### src/rtl/seq_alu.sv
// Sequential ALU: single-cycle arithmetic/logic ops plus an iterative
// shift-add multiplier that retires one multiplier bit per clock.
module seq_alu #(
  parameter int WIDTH = 4
) (
  input  logic                 Clock,
  input  logic                 Reset_b,
  input  logic                 start,
  input  logic [2:0]           op,
  input  logic [WIDTH-1:0]     a,
  input  logic [WIDTH-1:0]     b,
  input  logic                 use_acc,
  output logic [2*WIDTH-1:0]   result,
  output logic                 busy,
  output logic                 done,
  output logic                 flag_zero,
  output logic                 ovf
);

  localparam int CW = $clog2(WIDTH + 1);
  localparam logic [2:0] OP_MUL = 3'b111;

  typedef enum logic {IDLE, MUL} state_t;

  state_t               state_reg, state_next;
  logic [CW-1:0]        cnt_reg;
  logic [2*WIDTH-1:0]   mcand_reg;
  logic [2*WIDTH-1:0]   prod_reg;
  logic [WIDTH-1:0]     mplier_reg;
  logic [2*WIDTH-1:0]   result_reg;
  logic                 done_reg;
  logic                 zero_reg;
  logic                 ovf_reg;

  logic [WIDTH-1:0]     ae;
  logic                 accept;
  logic                 mul_last;
  logic [2*WIDTH-1:0]   mul_sum;
  logic [WIDTH:0]       sum_w;
  logic [WIDTH-1:0]     diff_w;
  logic [31:0]          ae_ext;
  logic [2*WIDTH-1:0]   b_ext;
  logic [2*WIDTH-1:0]   alu_res;
  logic                 alu_ovf;

  // Effective A comes from the low half of the current result when accumulating.
  assign ae       = use_acc ? result_reg[WIDTH-1:0] : a;
  assign accept   = start && (state_reg == IDLE);
  assign mul_last = (state_reg == MUL) && (cnt_reg == CW'(WIDTH - 1));
  // Partial product after folding in the current multiplier bit.
  assign mul_sum  = prod_reg + (mplier_reg[0] ? mcand_reg : '0);
  assign sum_w    = {1'b0, ae} + {1'b0, b};
  assign diff_w   = ae - b;
  assign ae_ext   = 32'(ae);
  assign b_ext    = {{WIDTH{1'b0}}, b};

  assign result    = result_reg;
  assign busy      = (state_reg == MUL);
  assign done      = done_reg;
  assign flag_zero = zero_reg;
  assign ovf       = ovf_reg;

  // State register.
  always_ff @(posedge Clock or negedge Reset_b) begin
    if (!Reset_b) state_reg <= IDLE;
    else          state_reg <= state_next;
  end

  // Next-state: multiply runs exactly WIDTH cycles, everything else stays IDLE.
  always_comb begin
    state_next = state_reg;
    case (state_reg)
      IDLE: if (start && (op == OP_MUL)) state_next = MUL;
      MUL:  if (mul_last)                state_next = IDLE;
      default: state_next = IDLE;
    endcase
  end

  // Single-cycle ALU result and carry/borrow for the operation being accepted.
  always_comb begin
    alu_res = '0;
    alu_ovf = 1'b0;
    case (op)
      3'b000: begin
        alu_res = {{(WIDTH-1){1'b0}}, sum_w};
        alu_ovf = sum_w[WIDTH];
      end
      3'b001: begin
        alu_res = {{WIDTH{1'b0}}, diff_w};
        alu_ovf = (ae < b);
      end
      3'b010: alu_res = {ae, b};
      3'b011: alu_res = {{(2*WIDTH-1){1'b0}}, |(ae | b)};
      3'b100: alu_res = {{(2*WIDTH-1){1'b0}}, |(ae & b)};
      3'b101: alu_res = b_ext;
      3'b110: alu_res = (ae_ext >= 32'(2*WIDTH)) ? '0 : (b_ext << ae);
      default: alu_res = '0;
    endcase
  end

  // Datapath: commit single-cycle results, or step the shift-add multiplier
  // and commit only the final product so partial sums never reach result.
  always_ff @(posedge Clock or negedge Reset_b) begin
    if (!Reset_b) begin
      result_reg <= '0;
      done_reg   <= 1'b0;
      zero_reg   <= 1'b1;
      ovf_reg    <= 1'b0;
      cnt_reg    <= '0;
      mcand_reg  <= '0;
      mplier_reg <= '0;
      prod_reg   <= '0;
    end else begin
      done_reg <= 1'b0;
      if (accept) begin
        if (op == OP_MUL) begin
          prod_reg   <= '0;
          mcand_reg  <= {{WIDTH{1'b0}}, ae};
          mplier_reg <= b;
          cnt_reg    <= '0;
        end else begin
          result_reg <= alu_res;
          zero_reg   <= (alu_res == '0);
          ovf_reg    <= alu_ovf;
          done_reg   <= 1'b1;
        end
      end else if (state_reg == MUL) begin
        prod_reg   <= mul_sum;
        mcand_reg  <= mcand_reg << 1;
        mplier_reg <= mplier_reg >> 1;
        cnt_reg    <= cnt_reg + 1'b1;
        if (mul_last) begin
          result_reg <= mul_sum;
          zero_reg   <= (mul_sum == '0);
          ovf_reg    <= 1'b0;
          done_reg   <= 1'b1;
          cnt_reg    <= '0;
        end
      end
    end
  end

endmodule
### config.mk
export PLATFORM = sky130hd
export DESIGN_NAME = seq_alu
export DESIGN_NICKNAME = d
export VERILOG_FILES = /design/src/rtl/seq_alu.sv
export SDC_FILE = /design/constraint.sdc
export NUM_CORES = 1
export LEC_CHECK = 0
export ABC_CLOCK_PERIOD_IN_PS = 3700
export BUFFER_PORTS_ARGS = -buffer_cell sky130_fd_sc_hd__buf_2
export CORE_MARGIN = 2
export CORE_UTILIZATION = 50
export CTS_CLUSTER_DIAMETER = 40
export DETAILED_ROUTE_END_ITERATION = 10
export PLACE_DENSITY = 0.69
export SLEW_MARGIN = 40
export SYNTH_ARGS = -nofsm -noshare
export SYNTH_HDL_FRONTEND = slang
export SYNTH_SLANG_ARGS = --single-unit
export TNS_END_PERCENT = 1
### constraint.sdc
create_clock -name Clock -period 3.7 [get_ports Clock]
set_clock_uncertainty 0.1 [all_clocks]
set_input_delay 0.74 -clock Clock [delete_from_list [all_inputs] [get_ports Clock]]
set_output_delay 0.74 -clock Clock [all_outputs]
set_load 0.005 [all_outputs]
==> flow_summary.toml <==
[outcome]
outcome = "complete, no violations"

[sta]
worstMarginPinSlew_ps = 646
finalSetupViolations = 0
rsz0062_at_grt = "no"
hold_viol = 0
finalMaxSlewViolations = 0
fmax_mhz = 307
period_share_pct = 88.0
post-route-min-period_ps = 3260
setup_total_negative_slack_ps = 0
relSlewSlack_pct = 56.9

[place]
gp_congestion = 0.988
port_buffers = 26
dpl.hpwl_um = 4570

[synth]
ys_ff_latch = 35
synthMuxAreaShare_pct = 7.60
yosysWarnings = 0
synth_top_family_by_area = "simple AND/OR/NAND/NOR gates"
synthFlopType = "dfrtp_1"
syn_area_per_cell_sq_um = 8.58
synthAdderAreaFrac_pct = 12.6
netlist.top_cell.by_area = "dfrtp_1"
post_synth_xor_area_fraction_pct = 2.63
synth-compound-area-share_pct = 19.1
synth_nets = 351
synthSimpleGateAreaFrac_pct = 19.2
synth_cells = 311
async_flop_share_pct = 100
ys_top_cells_by_area = "dfrtp_1, ha_1, nand2_1, o21ai_0, mux2i_1"
synth.distinct_cells = 50
synth_top_area_share_pct = 31.9
synth_seq_area_share_pct = 32.9
synthesis.area_sq_mm = 0.00267
synth_edf_count = 0

[cells_and_area]
nets = 377
num_antenna_cells = 0
fill_cells = 499
final_common_cell = "nand2_1"
layout_common_cells = "nand2_1, dfrtp_1, o21ai_0"
syn2layout_area_growth_pct = 10.0
drive_above_1_share_pct = 14.8

[power_and_ir_drop]
leakage_nw = 1.46
total_power_w = 0.00184
p_per_area_mw_per_mm2 = 628
ir_worst_vdd_mv = 0.475

[clock_network]
ctsHoldBuffers = 0
cts.sinks = 35
cts_root_buffer = "clkbuf_8"
numCtsBuffers = 5
cts_resized = 0
clk_pin_slew_ps = 70
htreeDepth = 2
cts_setup_buffers = 0
cts.path.max_buffers = 2
cts_tree = "done"
insertion_delay_ps = 280

[floorplan]
core_region_area_sq_mm = 0.00514
dieArea_sq_mm = 0.00594
start_util_pct = 51.9
fp.dieW_um = 77.0
die_y_um = 77.0
std_cell_rows = 26
pin_count = 27

[global_route]
grt_max_degree = 36
track_usage_pct = 21.7
grt_pass1_vias = 2193
overflow = 0
grt_pass1_wl_um = 10500
antenna_found_initial = 0

[critical_path]
critical_path.reg2reg.endpoint = "flag_zero"
reg2reg_setup_slack_ps = 760
crit_fanout = 6
ff2ff_path_depth = 11
arrival_ps = 3370
crit_path_max_incr_delay_ps = 420
r2r-start = "result[0]"
crit_type = "in2reg"
start_kind = "input pin"
end_kind = "register"
cp_slowest_cell = "fa_1"
crit_chain = "buf_2 > mux2i_4 > inv_1 > ha_1 > fa_1 > a21o_1 > a211oi_1 > a2111oi_0 > a211oi_2 > nand2_1 > or4_1 > a21oi_1"
critPathRequiredTime_ps = 3820

[detailed_routing]
routed_wl_um = 6030
wl_per_cell_um = 14.8
drtIter0Drc = 209
drc = 0
dr_total_vias = 2271
first_pass_iters = 4
viasPerCell = 5.57
antenna_left = 0

[worst_hold_path]
hp-class = "in2async"

[job]
cap_violations = 0
## per-stage QoR
step                      utilization, %  setup WS (ps)  cell area [sq um]  hold slack, ps  instances
after detailed placement            55.5            196               2850             367        400
final                               57.1            444               2940             297        408
after floorplan                        -            284               2670             344        311
after CTS                           57.1            473               2930             384        408
after global placement              55.5            261               2850             359        400
after global routing                57.1            301               2940             335        408
## metal layers
metal	part of all wire [%]	vias up	routed length [um]	global-route usage [%]
li1	-	1137	-	-
met1	50	1062	3040	31.7
met2	43	64	2620	33.2
met3	4.9	8	294	4.00
met4	1.2	0	75	5.54
met5	0	-	0	0
## worst max path at each step
stage / cells after the start / from / endpoint
2_1_floorplan: 11 / use_acc / flag_zero
3_3_place_gp: 12 / use_acc / flag_zero
3_5_place_dp: 12 / use_acc / flag_zero
4_1_cts: 12 / use_acc / flag_zero
5_1_grt: 12 / use_acc / flag_zero
6_report: 12 / use_acc / flag_zero
## layout make-up
type / instances / area [sq um] / area share (%)
clock inverters: 1 / 5.00 / 0.171
multi-input cells: 243 / 1630 / 55.5
well taps: 70 / 87.6 / 2.98
repair buffers: 34 / 193 / 6.56
flip-flops and latches: 35 / 877 / 29.9
inverters: 18 / 67.6 / 2.30
clock buffers: 7 / 76.3 / 2.60
## kinds of logic after synthesis
logic type,Yosys count
flip-flops,35
buffers and inverters,33
multiplexers,17
XOR/XNOR,8
AND/OR/NAND/NOR,111
AO/OA/AOI/OAI,82
adder cells (fa/ha/maj),25
## critical path: cells and delay by family
kind	cells	cell delay, ps
multiplexers	1	300
buffers and inverters	2	270
AO/OA/AOI/OAI	5	940
AND/OR/NAND/NOR	2	470
adder cells (fa/ha/maj)	2	640
## where the power goes
group / internal (W) / leakage (nW) / switching, W / total, W
Sequential: 0.000541 / 0.460 / 0.000109 / 0.000650
Clock: 0.000132 / 0.0422 / 0.000136 / 0.000268
Combinational: 0.000386 / 0.958 / 0.000539 / 0.000925
Total: 0.00106 / 1.46 / 0.000784 / 0.00184
## cells in the mapped netlist, drive strengths merged (2+ instances only)
| master | count |
|---|---|
| nand2 | 52 |
| dfrtp | 34 |
| o21ai | 34 |
| ha | 22 |
| nor2 | 19 |
| a21oi | 18 |
| inv | 18 |
| mux2i | 17 |
| clkbuf | 14 |
| and2 | 8 |
| nor3 | 7 |
| a211oi | 5 |
| a21o | 5 |
| nand3 | 5 |
| nand3b | 4 |
| nor2b | 4 |
| xnor2 | 4 |
| xor2 | 4 |
| fa | 3 |
| nand4 | 3 |
| o21a | 3 |
| a2111oi | 2 |
| a221oi | 2 |
| nand2b | 2 |
| o22ai | 2 |
No activity file was read; power rests on OpenSTA's default activity.
